===== config.mk =====
export PLATFORM = sky130hd
export DESIGN_NAME = sh_multi_timer_flat
export DESIGN_NICKNAME = d
export VERILOG_FILES = /design/src/rtl/sh_multi_timer_if.sv /design/src/rtl/sh_multi_timer.sv /design/src/flat_wrapper.sv
export SDC_FILE = /design/constraint.sdc
export NUM_CORES = 1
export LEC_CHECK = 0
export BUFFER_PORTS_ARGS = -buffer_cell sky130_fd_sc_hd__buf_4
export CELL_PAD_IN_SITES_DETAIL_PLACEMENT = 1
export CELL_PAD_IN_SITES_GLOBAL_PLACEMENT = 1
export CORE_AREA = 2 2 160 162
export CTS_BUF_LIST = sky130_fd_sc_hd__clkbuf_4 sky130_fd_sc_hd__clkbuf_8
export DETAILED_ROUTE_END_ITERATION = 6
export DIE_AREA = 0 0 162 164
export GPL_TIMING_DRIVEN = 0
export HOLD_SLACK_MARGIN = 0.1
export PLACE_DENSITY = 0.91
export SYNTH_ARGS = -nofsm -noshare
export SYNTH_HDL_FRONTEND = slang
export SYNTH_SLANG_ARGS = --single-unit

===== constraint.sdc =====
create_clock -name CLK -period 4.24 [get_ports CLK]
set_input_delay 0.212 -clock CLK [delete_from_list [all_inputs] [get_ports CLK]]
set_output_delay 0.212 -clock CLK [all_outputs]
set_load 0.01 [all_outputs]

===== src/rtl/sh_multi_timer_if.sv =====
// ---------------------------------------------------------------------------
// sh_multi_timer_if
//
// Internal peripheral bus (DBUS) bundle used by sh_multi_timer.
//
// Signals:
//   IBUS_A     byte address                  (master -> slave)
//   IBUS_DI    write data                    (master -> slave)
//   IBUS_BA    byte enables, BA[i] = bits 8i+7:8i (master -> slave)
//   IBUS_WE    write strobe                  (master -> slave)
//   IBUS_REQ   access request                (master -> slave)
//   IBUS_DO    read data                     (slave -> master)
//   IBUS_BUSY  wait request                  (slave -> master)
//   IBUS_ACT   address hit                   (slave -> master)
// ---------------------------------------------------------------------------
interface sh_multi_timer_if;
  logic [31:0] IBUS_A;
  logic [31:0] IBUS_DI;
  logic [3:0]  IBUS_BA;
  logic        IBUS_WE;
  logic        IBUS_REQ;
  logic [31:0] IBUS_DO;
  logic        IBUS_BUSY;
  logic        IBUS_ACT;

  modport master (
    output IBUS_A, IBUS_DI, IBUS_BA, IBUS_WE, IBUS_REQ,
    input  IBUS_DO, IBUS_BUSY, IBUS_ACT
  );

  modport slave (
    input  IBUS_A, IBUS_DI, IBUS_BA, IBUS_WE, IBUS_REQ,
    output IBUS_DO, IBUS_BUSY, IBUS_ACT
  );
endinterface


===== src/rtl/sh_multi_timer.sv =====
// ---------------------------------------------------------------------------
// sh_multi_timer
//
// N-channel compare-match timer for the SH internal peripheral bus.
// Each channel has CTRL/COUNT/COMPARE/STATUS registers at BASE_ADDR + c*16,
// a selectable count source (shared /8, /32, /128 prescaler or a
// synchronised external TCLK rising edge), auto-clear, one-shot, a toggle
// output and a registered level interrupt.
//
// Ports:
//   CLK    system clock
//   RST_N  asynchronous active-low reset
//   CE_R   clock enable; qualifies every state update
//   EN     global enable
//   RES_N  synchronous active-low soft reset, sampled on CE_R
//   SBY    standby: freezes counters and prescaler, bus stays usable
//   TCLK   per-channel asynchronous external count clocks
//   ibus   DBUS slave port (address/data/byte-enable/strobes, read data,
//          BUSY tied low, ACT = address hit)
//   IRQ    per-channel level interrupt
//   TOUT   per-channel compare toggle output
// ---------------------------------------------------------------------------
module sh_multi_timer #(
  parameter int          CHANNELS  = 4,
  parameter int          WIDTH     = 16,
  parameter logic [31:0] BASE_ADDR = 32'hFFFFFE40
) (
  input  logic                CLK,
  input  logic                RST_N,
  input  logic                CE_R,
  input  logic                EN,
  input  logic                RES_N,
  input  logic                SBY,
  input  logic [CHANNELS-1:0] TCLK,
  sh_multi_timer_if.slave     ibus,
  output logic [CHANNELS-1:0] IRQ,
  output logic [CHANNELS-1:0] TOUT
);

  localparam logic [31:0] RANGE = 32'(CHANNELS * 16);

  // Common qualifiers
  logic ce;        // general state-update enable
  logic count_en;  // counters and prescaler may advance
  logic soft_rst;  // RES_N sampled on CE_R

  assign ce       = CE_R & EN;
  assign count_en = CE_R & EN & ~SBY;
  assign soft_rst = CE_R & ~RES_N;

  // -------------------------------------------------------------------------
  // Bus decode
  // -------------------------------------------------------------------------
  logic [31:0] off;
  logic        hit;
  logic [2:0]  ch_idx;
  logic [1:0]  reg_sel;
  logic        wr_en;
  logic [31:0] lane_mask;
  logic [WIDTH-1:0] wr_mask;
  logic [WIDTH-1:0] wr_data;
  logic [CHANNELS-1:0][31:0] rd_word;
  logic [31:0] do_v;

  assign off     = ibus.IBUS_A - BASE_ADDR;
  // Lower-bound test catches addresses that wrap around below BASE_ADDR.
  assign hit     = ibus.IBUS_REQ & (ibus.IBUS_A >= BASE_ADDR) & (off < RANGE);
  assign ch_idx  = off[6:4];
  assign reg_sel = off[3:2];
  assign wr_en   = ce & hit & ibus.IBUS_WE;

  for (genvar gi = 0; gi < 4; gi++) begin : g_lane
    assign lane_mask[8*gi +: 8] = {8{ibus.IBUS_BA[gi]}};
  end

  assign wr_mask = lane_mask[WIDTH-1:0];
  assign wr_data = ibus.IBUS_DI[WIDTH-1:0];

  always_comb begin
    do_v = '0;
    for (int c = 0; c < CHANNELS; c++) begin
      if (hit && (ch_idx == 3'(c))) begin
        do_v = rd_word[c];
      end
    end
  end

  assign ibus.IBUS_DO   = do_v;
  assign ibus.IBUS_ACT  = hit;
  assign ibus.IBUS_BUSY = 1'b0;

  // -------------------------------------------------------------------------
  // Shared prescaler
  // -------------------------------------------------------------------------
  logic [6:0] presc_q, presc_d;
  logic       p8, p32, p128;

  // Divider ticks are taken from the value about to roll over, so a tick
  // coincides with the cycle the prescaler advances past the boundary.
  assign p8   = &presc_q[2:0];
  assign p32  = &presc_q[4:0];
  assign p128 = &presc_q[6:0];

  always_comb begin
    presc_d = presc_q;
    if (count_en) begin
      presc_d = presc_q + 7'd1;
    end
    if (soft_rst) begin
      presc_d = '0;
    end
  end

  always_ff @(posedge CLK or negedge RST_N) begin
    if (!RST_N) begin
      presc_q <= '0;
    end else begin
      presc_q <= presc_d;
    end
  end

  logic unused_bits;
  assign unused_bits = ^{ibus.IBUS_DI, lane_mask, off};

  // -------------------------------------------------------------------------
  // Channels
  // -------------------------------------------------------------------------
  for (genvar gi = 0; gi < CHANNELS; gi++) begin : g_ch
    logic [7:0]       ctrl_q, ctrl_d;
    logic [WIDTH-1:0] count_q, count_d;
    logic [WIDTH-1:0] compare_q, compare_d;
    logic             cmf_q, cmf_d;
    logic             ovf_q, ovf_d;
    logic             tout_q, tout_d;
    logic             irq_q, irq_d;
    logic             s1_q, s1_d, s2_q, s2_d, prev_q, prev_d;
    logic             tclk_edge;
    logic             src_tick;
    logic             tick;
    logic             is_match;
    logic             is_ones;
    logic             wr_ch;
    logic             cmf_set;
    logic             ovf_set;
    logic [31:0]      rd_c;

    // TCLK: two-flop synchroniser plus edge register, advanced on CE_R only.
    always_comb begin
      s1_d   = s1_q;
      s2_d   = s2_q;
      prev_d = prev_q;
      if (CE_R) begin
        s1_d   = TCLK[gi];
        s2_d   = s1_q;
        prev_d = s2_q;
      end
      if (soft_rst) begin
        s1_d   = 1'b0;
        s2_d   = 1'b0;
        prev_d = 1'b0;
      end
    end

    assign tclk_edge = s2_q & ~prev_q;

    always_comb begin
      case (ctrl_q[2:1])
        2'b00:   src_tick = p8;
        2'b01:   src_tick = p32;
        2'b10:   src_tick = p128;
        default: src_tick = tclk_edge;
      endcase
    end

    assign tick     = ctrl_q[0] & src_tick & count_en;
    assign is_match = (count_q == compare_q);
    assign is_ones  = &count_q;
    assign wr_ch    = wr_en & (ch_idx == 3'(gi));

    always_comb begin
      ctrl_d    = ctrl_q;
      count_d   = count_q;
      compare_d = compare_q;
      tout_d    = tout_q;
      irq_d     = irq_q;
      cmf_set   = 1'b0;
      ovf_set   = 1'b0;

      if (tick) begin
        if (is_match) begin
          cmf_set = 1'b1;
          if (ctrl_q[7]) begin
            tout_d = ~tout_q;
          end
          if (ctrl_q[3]) begin
            count_d = '0;
          end else begin
            // Match at all-ones without auto-clear still wraps and overflows.
            count_d = count_q + 1'b1;
            ovf_set = is_ones;
          end
          if (ctrl_q[4]) begin
            ctrl_d[0] = 1'b0;
          end
        end else if (is_ones) begin
          count_d = '0;
          ovf_set = 1'b1;
        end else begin
          count_d = count_q + 1'b1;
        end
      end

      cmf_d = cmf_q | cmf_set;
      ovf_d = ovf_q | ovf_set;

      // Bus writes are applied after the tick so they override COUNT and the
      // one-shot START clear; hardware flag sets still beat a W1C.
      if (wr_ch) begin
        case (reg_sel)
          2'd0: begin
            if (ibus.IBUS_BA[0]) begin
              ctrl_d = ibus.IBUS_DI[7:0];
            end
          end
          2'd1: count_d   = (count_d & ~wr_mask) | (wr_data & wr_mask);
          2'd2: compare_d = (compare_q & ~wr_mask) | (wr_data & wr_mask);
          default: begin
            if (ibus.IBUS_BA[0]) begin
              cmf_d = (cmf_q & ~ibus.IBUS_DI[0]) | cmf_set;
              ovf_d = (ovf_q & ~ibus.IBUS_DI[1]) | ovf_set;
            end
          end
        endcase
      end

      if (ce) begin
        irq_d = (cmf_q & ctrl_q[5]) | (ovf_q & ctrl_q[6]);
      end

      if (soft_rst) begin
        ctrl_d    = '0;
        count_d   = '0;
        compare_d = '1;
        cmf_d     = 1'b0;
        ovf_d     = 1'b0;
        tout_d    = 1'b0;
        irq_d     = 1'b0;
      end
    end

    always_ff @(posedge CLK or negedge RST_N) begin
      if (!RST_N) begin
        ctrl_q    <= '0;
        count_q   <= '0;
        compare_q <= '1;
        cmf_q     <= 1'b0;
        ovf_q     <= 1'b0;
        tout_q    <= 1'b0;
        irq_q     <= 1'b0;
        s1_q      <= 1'b0;
        s2_q      <= 1'b0;
        prev_q    <= 1'b0;
      end else begin
        ctrl_q    <= ctrl_d;
        count_q   <= count_d;
        compare_q <= compare_d;
        cmf_q     <= cmf_d;
        ovf_q     <= ovf_d;
        tout_q    <= tout_d;
        irq_q     <= irq_d;
        s1_q      <= s1_d;
        s2_q      <= s2_d;
        prev_q    <= prev_d;
      end
    end

    always_comb begin
      rd_c = '0;
      case (reg_sel)
        2'd0:    rd_c[7:0]       = ctrl_q;
        2'd1:    rd_c[WIDTH-1:0] = count_q;
        2'd2:    rd_c[WIDTH-1:0] = compare_q;
        default: rd_c[1:0]       = {ovf_q, cmf_q};
      endcase
    end

    assign rd_word[gi] = rd_c;
    assign IRQ[gi]     = irq_q;
    assign TOUT[gi]    = tout_q;
  end

endmodule

===== src/flat_wrapper.sv =====
// flat-port wrapper written by rule: the top's interface ports become plain ports
module sh_multi_timer_flat 
#(
  parameter int          CHANNELS  = 4,
  parameter int          WIDTH     = 16,
  parameter logic [31:0] BASE_ADDR = 32'hFFFFFE40
)
  (CLK, RST_N, CE_R, EN, RES_N, SBY, TCLK, IRQ, TOUT, ibus_IBUS_A, ibus_IBUS_DI, ibus_IBUS_BA, ibus_IBUS_WE, ibus_IBUS_REQ, ibus_IBUS_DO, ibus_IBUS_BUSY, ibus_IBUS_ACT);
  sh_multi_timer_if ibus_i ();
  input  logic CLK;
  input  logic RST_N;
  input  logic CE_R;
  input  logic EN;
  input  logic RES_N;
  input  logic SBY;
  input  logic [CHANNELS-1:0] TCLK;
  output logic [CHANNELS-1:0] IRQ;
  output logic [CHANNELS-1:0] TOUT;
  input wire logic [$bits(ibus_i.IBUS_A)-1:0] ibus_IBUS_A;
  input wire logic [$bits(ibus_i.IBUS_DI)-1:0] ibus_IBUS_DI;
  input wire logic [$bits(ibus_i.IBUS_BA)-1:0] ibus_IBUS_BA;
  input wire logic [$bits(ibus_i.IBUS_WE)-1:0] ibus_IBUS_WE;
  input wire logic [$bits(ibus_i.IBUS_REQ)-1:0] ibus_IBUS_REQ;
  output wire logic [$bits(ibus_i.IBUS_DO)-1:0] ibus_IBUS_DO;
  output wire logic [$bits(ibus_i.IBUS_BUSY)-1:0] ibus_IBUS_BUSY;
  output wire logic [$bits(ibus_i.IBUS_ACT)-1:0] ibus_IBUS_ACT;
  assign ibus_i.IBUS_A = ibus_IBUS_A;
  assign ibus_i.IBUS_DI = ibus_IBUS_DI;
  assign ibus_i.IBUS_BA = ibus_IBUS_BA;
  assign ibus_i.IBUS_WE = ibus_IBUS_WE;
  assign ibus_i.IBUS_REQ = ibus_IBUS_REQ;
  assign ibus_IBUS_DO = ibus_i.IBUS_DO;
  assign ibus_IBUS_BUSY = ibus_i.IBUS_BUSY;
  assign ibus_IBUS_ACT = ibus_i.IBUS_ACT;
  sh_multi_timer #(.CHANNELS(CHANNELS), .WIDTH(WIDTH), .BASE_ADDR(BASE_ADDR)) u_core (.CLK(CLK), .RST_N(RST_N), .CE_R(CE_R), .EN(EN), .RES_N(RES_N), .SBY(SBY), .TCLK(TCLK), .ibus(ibus_i), .IRQ(IRQ), .TOUT(TOUT));
endmodule

==> results of run 1 <==
-- power breakdown --
group | switching, mW | internal [mW] | total (mW)
logic | 0.318 | 0.125 | 0.443
clock network | 0.899 | 0.473 | 1.37
registers | 0.00757 | 1.87 | 1.88
total | 1.22 | 2.47 | 3.70
-- layout make-up --
| class | count | share of cell area (%) |
|---|---|---|
| tap | 330 | 2.90 |
| clock buffer | 17 | 1.64 |
| clock inverter | 15 | 1.42 |
| multi-input combinational | 1127 | 48.3 |
| sequential | 195 | 34.8 |
| inverter | 41 | 1.08 |
| buffer | 127 | 4.31 |
| timing repair buffer | 95 | 5.55 |
-- worst min path at each step --
stage,endpoint,cells past startpoint,start
after global routing,u_core.g_ch[0].compare_q[11],3,ibus_IBUS_DI[11]
final,u_core.g_ch[0].compare_q[9],3,ibus_IBUS_DI[9]
after CTS,u_core.g_ch[0].compare_q[14],3,ibus_IBUS_DI[14]
after floorplan,u_core.g_ch[0].cmf_q,0,RST_N
after detailed placement,u_core.g_ch[2].count_q[9],1,RST_N
after global placement,u_core.g_ch[2].s1_q,3,TCLK[2]
-- critical path, delay by kind of cell --
| family | cells | cell delay, ns |
|---|---|---|
| buf+inv | 5 | 2.55 |
| compound gates | 2 | 0.38 |
| simple gates | 1 | 0.08 |
-- synth_stat cells (all sizes together), types with 8 or more instances --
master,n
nand2,263
dfrtp,131
nand3,127
nor2,83
a21oi,77
clkbuf,75
dfstp,64
o21ai,63
xnor2,62
xor2,57
buf,52
inv,40
nand4,37
nor3,31
nor4,29
a221oi,26
a22oi,25
or3,23
a222oi,22
mux2i,20
a211oi,19
a22o,13
and3,13
and4,12
ha,12
o211ai,11
mux2,10
o22ai,10
and2,8
-- metal layers --
layer	routed length (um)	part of all wire (%)	up-vias	GRT usage [%]
met4	3270	6.0	0	22.4
met2	24400	45	861	65.2
met3	5770	11	236	9.97
met5	0	0	-	0
met1	21000	39	6524	52.8
li1	-	-	5509	-
-- metrics by stage --
step                      cell area (um^2)  utilization (%)  hold slack [ns]  worst slack, ns
after floorplan                      12600                -          -0.0836             1.80
after global placement               13600             54.7            0.418             1.10
after detailed placement             13600             54.8            0.250             1.05
after CTS                            14200             57.4            0.214             1.00
after global routing                 14200             57.4            0.214            0.727
final                                14200             57.4            0.210            0.792
-- timing repair --
| item | CTS | global route |
|---|---|---|
| hold endpoints to repair | 115 | 0 |
| endpoints found under the setup margin | 0 | 0 |
| hold buffers | 20 | 0 |
| gates resized for setup | 0 | 0 |
| buffers inserted | 0 | 0 |
-- flip-flops by register name, indices dropped and copies added (netlist names) --
register and cells:
u_core.g_ch.compare_q 64, u_core.g_ch.count_q 64, u_core.g_ch.ctrl_q 32, u_core.presc_q 7, u_core.g_ch.cmf_q 4, u_core.g_ch.irq_q 4
u_core.g_ch.ovf_q 4, u_core.g_ch.prev_q 4, u_core.g_ch.s1_q 4, u_core.g_ch.s2_q 4, u_core.g_ch.tout_q 4
-- cell families (layout without fill, tap and decap cells) --
family          after synthesis  in the layout  synth area share, %
compound gates              295            295                 16.1
simple gates                653            653                 26.0
flops                       195            195                 39.6
fa+ha+maj                    12             12                 1.20
xor+xnor                    119            119                 8.31
other cells                   1             17               0.0299
buf+inv                     168            295                 6.13
mux                          31             31                 2.70
==> summary by stage, run 1 <==
Layout
The library cell used most frequently in the layout, excluding fill and tap cells, is sky130_fd_sc_hd__nand2_1. 0 antenna diodes ended up in the layout. The number of non-filler instances in the completed layout is 1947.

The synthesis-to-layout area growth is 13.6%. Of the cells placed in the final design, the portion with a size suffix greater than 1 is between 10% and 20%. The sequential cell area is between 4000 and 5000 um^2. The net total in the final layout is about 1.7k.

The multi-input gate area in the final layout is 6870 um^2. The library cells used most frequently in the layout, excluding fill and tap cells, are 263 x sky130_fd_sc_hd__nand2_1, 131 x sky130_fd_sc_hd__dfrtp_1, 125 x sky130_fd_sc_hd__nand3_1, 101 x sky130_fd_sc_hd__buf_4, 77 x sky130_fd_sc_hd__a21oi_1. The number of filler cells placed in the layout is 3044.

Global routing
The number of global-route vias before repair is 13.5k. The combined global-route utilization of all metal layers is 41.4%. The total congestion overflow after global routing is 0.

Entering global routing, the biggest net connects 118 pins. The number of antenna violations at the first check in global routing came to 0. The first global-routing pass estimated 81900 um of wire.

Timing
Timing would allow up to between 200 and 300 MHz. After routing, the total negative slack on setup checks comes to 0 ns. Setup violations remaining at the end of the flow were counted as 0. The final number of hold-violating endpoints is 0.

The worst slew slack as a fraction of its limit is 29.0%. The count of final max-slew check failures is 0. Setup repair after global routing left no endpoint under its margin. The measured slew at the worst slew-check pin is 1.06 ns. The fraction of the cycle the final worst path needs is approximately 81%. The setup clock skew after layout is 0.0324 ns. The clock period could shrink to 3.45 ns.

Routing
The routed layout has 13.1k vias. Dividing the detail-routed via count by the number of cells gives 6.74. The first detailed-routing pass took 7 iterations.

The initial DRC count is 1625. The average routed wire per standard cell is 28.0 um. In this run the remaining antenna-violating nets after routing total 0. In the routed design, unresolved DRC markers number 9. The detailed-route wire length is 54500 um.

Synthesis
The cell area after technology mapping is 12500 um^2. After synthesis, the share of flip-flops with an asynchronous set or reset is 100%. The synthesized design contains 0 enable-type register cells. The number of different library cells in the post-synthesis netlist is 80. The gate count of the mapped netlist is 1474. By area the synthesized netlist is led by sky130_fd_sc_hd__dfrtp_1 26%, sky130_fd_sc_hd__dfstp_2 13%, sky130_fd_sc_hd__nand2_1 7.9%, sky130_fd_sc_hd__nand3_1 5.0%, sky130_fd_sc_hd__xnor2_1 4.3%. The top cell type by area accounts for 26.1% of the synthesized area. The mean cell area of the mapped netlist is 8.51 um^2. The most used flip-flop cell after synthesis is sky130_fd_sc_hd__dfrtp_1. The yosys synthesis warning count is 0.

Counting flops and latches in the post-synthesis netlist gives around 200. Sequential elements use roughly 40% of the synthesized area. Of all cell types, the one taking the most synthesized area is sky130_fd_sc_hd__dfrtp_1.

Setup path
The worst register-to-register path ends at u_core.g_ch[2].count_q[9]. The most critical setup path has its endpoint at ibus_IBUS_DO[8]. The stage delay of the slowest cell on the critical path is between 0.7 and 0.8 ns. Walking the worst path, the cells encountered are clkbuf_1, clkbuf_1, clkbuf_1, buf_1, a21oi_1, a21oi_1, nor2_1, buf_4. The most frequent cell on the critical path is sky130_fd_sc_hd__clkbuf_1.

The critical path is of the in2out type. The minimum setup slack among reg-to-reg paths is 1.06 ns. The beginning of the worst register-to-register path is u_core.g_ch[2].count_q[0]. The endpoint type of the worst setup path is an output pin. The critical-path cell with the highest stage delay is sky130_fd_sc_hd__clkbuf_1. The maximum fanout encountered on the critical timing path is 10. The arrival time at the worst endpoint is 3.24 ns. Measured in cells, the most critical reg-to-reg path has a length of 7. The startpoint type of the worst setup path is a primary input. The critical path data required time is 4.03 ns. The critical path starts at ibus_IBUS_A[4].

Place
The HPWL after detailed placement is 39500 um. The cell count after placement is ~1.9k. During placement, the flow inserted port buffers numbering 74.

The routability congestion estimate from global placement is just over 1.

Clock network
After clock tree synthesis, the clock-pin slew on the worst setup and hold paths is approximately 0.12 ns. The clock passes through at most 2 buffers. The later pin in the worst-skew pair is clocked with a latency of 0.53 ns. The number of clock sinks is ~200.

Counting the buffers created by CTS gives 17. The tree is rooted in a sky130_fd_sc_hd__clkbuf_8. The H-tree level count is 4.

TritonCTS built the clock tree.

Run
Across the run, the number of max-cap violations was 0.

Power
Summed over all cells, the static leakage comes to 5.72 nW. Total power for the finished layout comes to between 3 and 4 mW. In this run the power density over the cells is roughly 260 nW/um^2.

The worst-case IR drop observed on VDD is 172 uV.

Floorplan
Measured along the x axis, the die boundary spans 162 um. The core region is 24800 um^2. In this run the count of I/O pins placed on the die edge is 122.

In this run the vertical extent of the chip is ~160 um. For this configuration, the core starts out at a cell density of 50.5%. The die covers roughly 27000 um^2. The total number of placement rows is 58.

Status
The run finished, with violations left. The final reports fail on design-rule violations.

Min path
The classification of the worst-slack hold path is in2reg.
No activity file was read; power rests on OpenSTA's default activity.
==> inputs of run 2 (changes only) <==
--- a/config.mk
+++ b/config.mk
@@ -5,16 +5,17 @@
 export SDC_FILE = /design/constraint.sdc
 export NUM_CORES = 1
 export LEC_CHECK = 0
+export ABC_AREA = 1
 export BUFFER_PORTS_ARGS = -buffer_cell sky130_fd_sc_hd__buf_4
 export CELL_PAD_IN_SITES_DETAIL_PLACEMENT = 1
 export CELL_PAD_IN_SITES_GLOBAL_PLACEMENT = 1
-export CORE_AREA = 2 2 160 162
+export CORE_AREA = 2 2 183 185
 export CTS_BUF_LIST = sky130_fd_sc_hd__clkbuf_4 sky130_fd_sc_hd__clkbuf_8
 export DETAILED_ROUTE_END_ITERATION = 6
-export DIE_AREA = 0 0 162 164
+export DIE_AREA = 0 0 185 187
 export GPL_TIMING_DRIVEN = 0
 export HOLD_SLACK_MARGIN = 0.1
-export PLACE_DENSITY = 0.91
+export PLACE_DENSITY = 0.86
 export SYNTH_ARGS = -nofsm -noshare
 export SYNTH_HDL_FRONTEND = slang
 export SYNTH_SLANG_ARGS = --single-unit
==> constraint.sdc (replaced) <==
create_clock -name CLK -period 3.5 [get_ports CLK]
set_input_delay 0.175 -clock CLK [delete_from_list [all_inputs] [get_ports CLK]]
set_output_delay 0.175 -clock CLK [all_outputs]
set_load 0.01 [all_outputs]
==> summary by stage, run 2 <==
Status
The flow ran to the end, and the final reports show no timing, DRC or antenna violations.

Setup path
The minimum setup slack among reg-to-reg paths is 0.29 ns. The beginning of the worst register-to-register path is u_core.presc_q[0]. The endpoint type of the worst setup path is a register. In this run the worst path has a maximum fanout of 10.

The signal on the critical path passes through ha_1, nand3_1, nor3_2, inv_1, o21ai_0, nand2_1, clkinv_1, clkbuf_1, nand4_1, a21oi_1. The end point of the critical path is u_core.g_ch[2].ovf_q. The endpoint of the lowest-slack register-to-register path is u_core.g_ch[2].ovf_q.

The launch point of the critical path is u_core.presc_q[0]. Data on the critical path is required at its endpoint by ~4.0 ns. The slowest stage of the critical path belongs to the cell sky130_fd_sc_hd__dfrtp_1.

The stage delay of the slowest cell on the critical path is about 0.38 ns. The worst setup path category is reg2reg. Data on the critical path arrives at its endpoint at 3.66 ns.

Counting cells, the worst reg-to-reg path comes to 10. The worst setup path is launched from a register.

Global routing
The total congestion overflow after global routing is 0. Entering global routing, the biggest net connects 115 pins. The number of antenna violations at the first check in global routing is 0. The number of global-route vias before repair came to 17.3k.

The combined global-route utilization of all metal layers is between 40% and 50%. The first-pass GRT wire length is 105000 um.

Layout
Leaving out fill and tap cells, the most frequent cell in the layout is sky130_fd_sc_hd__nand2_1. The final cell utilization of the core is roughly 50%. Leaving out fill and tap cells, the most frequent cells in the layout are 668 x sky130_fd_sc_hd__nand2_1, 287 x sky130_fd_sc_hd__inv_1, 203 x sky130_fd_sc_hd__nor2_1, 202 x sky130_fd_sc_hd__o21ai_0, 166 x sky130_fd_sc_hd__nand3_1. The number of non-filler instances in the completed layout is around 2.9k.

The final design area excluding fillers is 16500 um^2. The net total in the final layout is 2487. The largest registers in the layout are u_core.g_ch.compare_q x64, u_core.g_ch.count_q x64, u_core.g_ch.ctrl_q x32. In the final layout, the share of cells above drive strength 1 is 10.9%. From synthesis to final layout, the design area changed by 13.0%.

Power
The static leakage power is 7.51 nW. Overall power consumption after layout is estimated at 5.20 mW. VDD sags by at most around 350 uV. The power density over the cells is 316 nW/um^2.

Synthesis
The library cell occupying the most area in the post-synthesis netlist is sky130_fd_sc_hd__dfrtp_1. By area the synthesized netlist is led by sky130_fd_sc_hd__dfrtp_1 22%, sky130_fd_sc_hd__nand2_1 17%, sky130_fd_sc_hd__dfstp_2 12%, sky130_fd_sc_hd__inv_1 7.4%, sky130_fd_sc_hd__o21ai_0 6.9%. The top cell type by area accounts for 22.5% of the synthesized area. The Yosys step of the flow raised 0 warnings. Synthesis produced 2255 cells. The most used flip-flop cell after synthesis is sky130_fd_sc_hd__dfrtp_1.

The commonest cells after synthesis are 668 x sky130_fd_sc_hd__nand2_1, 287 x sky130_fd_sc_hd__inv_1, 204 x sky130_fd_sc_hd__nor2_1. The cell area after technology mapping is ~15000 um^2. After synthesis, the netlist uses 44 different library cells.

Counting flops with a built-in enable in the synthesized netlist gives 0. In the synthesized netlist the async set-or-reset flop fraction comes to 100%. Each instance of the synthesized netlist takes up on average 6.46 um^2.

After synthesis, flip-flops and latches occupy 34.0% of the total area. Synthesis inferred 195 register bits. sky130_fd_sc_hd__nand2_1 is the most common cell in the netlist.

Routing
For this block, the via count after detailed routing is 16.9k. For this block, the routed nets add up to 70900 um of wire. The DRC violation count after routing is 0. For this block, the initial DRC count from the detailed router was between 1.5k and 2k. In this run the remaining antenna-violating nets after routing total 0. In the final routed layout, each cell accounts on average for 24.8 um. The ratio of routed vias to standard cells is 5.92. The number of detailed-route iterations in the first pass is 6.

Clock network
The root cell of the clock tree is sky130_fd_sc_hd__clkbuf_8. Clock tree synthesis found a total of 195 sinks. The H-tree level count is 4. The clock transition at the register clock pins on the worst setup and hold paths after CTS is 0.11 ns. The number of buffers created by CTS is 17. The clock tree from TritonCTS is done. At the later pin of the worst-skew pair, clock insertion delay measures between 0.5 and 0.6 ns. Buffers added to address setup during post-CTS repair amount to 0. The longest clock path from root to sink contains 2 buffers.

Timing
Between clock sinks in the finished design, the worst skew comes to 0.0200 ns. The highest clock rate is 311 MHz. The worst slew slack as a fraction of its limit is 2.88%. The measured slew at the worst slew-check pin is 1.46 ns. Setup repair after global routing left no endpoint under its margin.

The worst path uses about 92% of the clock period. Setup violations remaining at the end of the flow were counted as 0. The final setup TNS is 0 ns. On the final layout, the worst hold slack is between 0.1 and 0.15 ns. The final number of hold-violating endpoints is 0. The count of final max-slew check failures is 0. Setup slack on the critical path of the routed design comes to 0.290 ns. The smallest clock period supported by the final layout is computed as 3.21 ns.

Place
The congestion estimate from routability-driven global placement came to between 1 and 1.5. The HPWL after detailed placement is 54200 um. Buffers placed on the I/O ports in this run total 85. The placed instances occupy a cell area of 15900 um^2. The number of placed instances, taps included, is around 2.8k. Timing analysis after detailed placement gives a worst setup slack of 0.0727 ns.

Floorplan
The initial standard-cell utilization of the core is 44.3%. In this run the standard cell core region covers 32900 um^2. The count of pins on the block boundary is around 120. The full die area is between 30000 and 40000 um^2. The die is 187 um tall. The die outline width is 185 um.

Row generation in the floorplan step produced 67 rows.

Min path
The startpoint identified for the worst hold timing path is ibus_IBUS_DI[2]. The min-delay analysis places its worst path in the category in2reg.

Run
The tool flagged a number of max-cap violations equal to 0.
-- run 2: logic make-up (layout without fill, tap and decap cells) --
kind of cell,after synthesis,after routing,share of synthesized area [%]
compound gates,390,390,15.5
xor+xnor,60,60,3.61
fa+ha+maj,12,12,1.03
buf+inv,414,551,11.6
flops,195,195,34.0
mux,1,1,0.0687
other cells,1,19,0.0257
simple gates,1182,1182,34.1
-- run 2: per-layer routing --
| layer | track usage, % | up-vias | wire [um] | part of all wire [%] |
|---|---|---|---|---|
| met5 | 0 | - | 0 | 0 |
| met3 | 6.68 | 197 | 5370 | 7.6 |
| li1 | - | 7608 | - | - |
| met1 | 54.4 | 8356 | 29700 | 42 |
| met2 | 63.0 | 758 | 31000 | 44 |
| met4 | 25.9 | 0 | 4860 | 6.9 |
-- run 2: power by group --
| group | internal, mW | total, mW | switching [mW] | leakage (nW) |
|---|---|---|---|---|
| Combinational | 0.304 | 1.03 | 0.728 | 4.81 |
| Sequential | 2.47 | 2.57 | 0.107 | 2.50 |
| Clock | 0.608 | 1.59 | 0.983 | 0.202 |
-- run 2: how the worst min path moves through the flow --
stage	cells after the start	slack, ns	to
after floorplan	0	-0.12	u_core.g_ch[0].cmf_q
after global placement	3	0.39	u_core.g_ch[3].s1_q
after detailed placement	1	0.23	u_core.g_ch[0].count_q[5]
after CTS	5	0.12	u_core.g_ch[0].compare_q[2]
after global routing	5	0.16	u_core.g_ch[0].compare_q[2]
final	5	0.13	u_core.g_ch[0].compare_q[2]
-- run 2: critical path: cells and delay by family (launching register included) --
kind	cells	cell delay, ns
AOI/OAI and AO/OA	2	0.45
adders and majority gates	1	0.22
buffers and inverters	3	0.92
DFF	1	0.38
and+or+nand+nor	4	1.15
-- run 2: final cells by class --
cell class	count	area [um^2]
Fill cell	4503	16400
Sequential cell	195	4960
Clock buffer	18	248
Inverter	295	1110
Buffer	119	588
Multi-Input combinational cell	1662	7990
Tap cell	448	561
Timing Repair Buffer	105	858
Antenna cell	2	5.00
Clock inverter	14	145
-- run 2: repair_timing --
item | CTS | global route
hold buffers | 18 | 0
hold endpoints to repair | 113 | 0
resized for setup | 0 | 3
endpoints found under the setup margin | 0 | 5
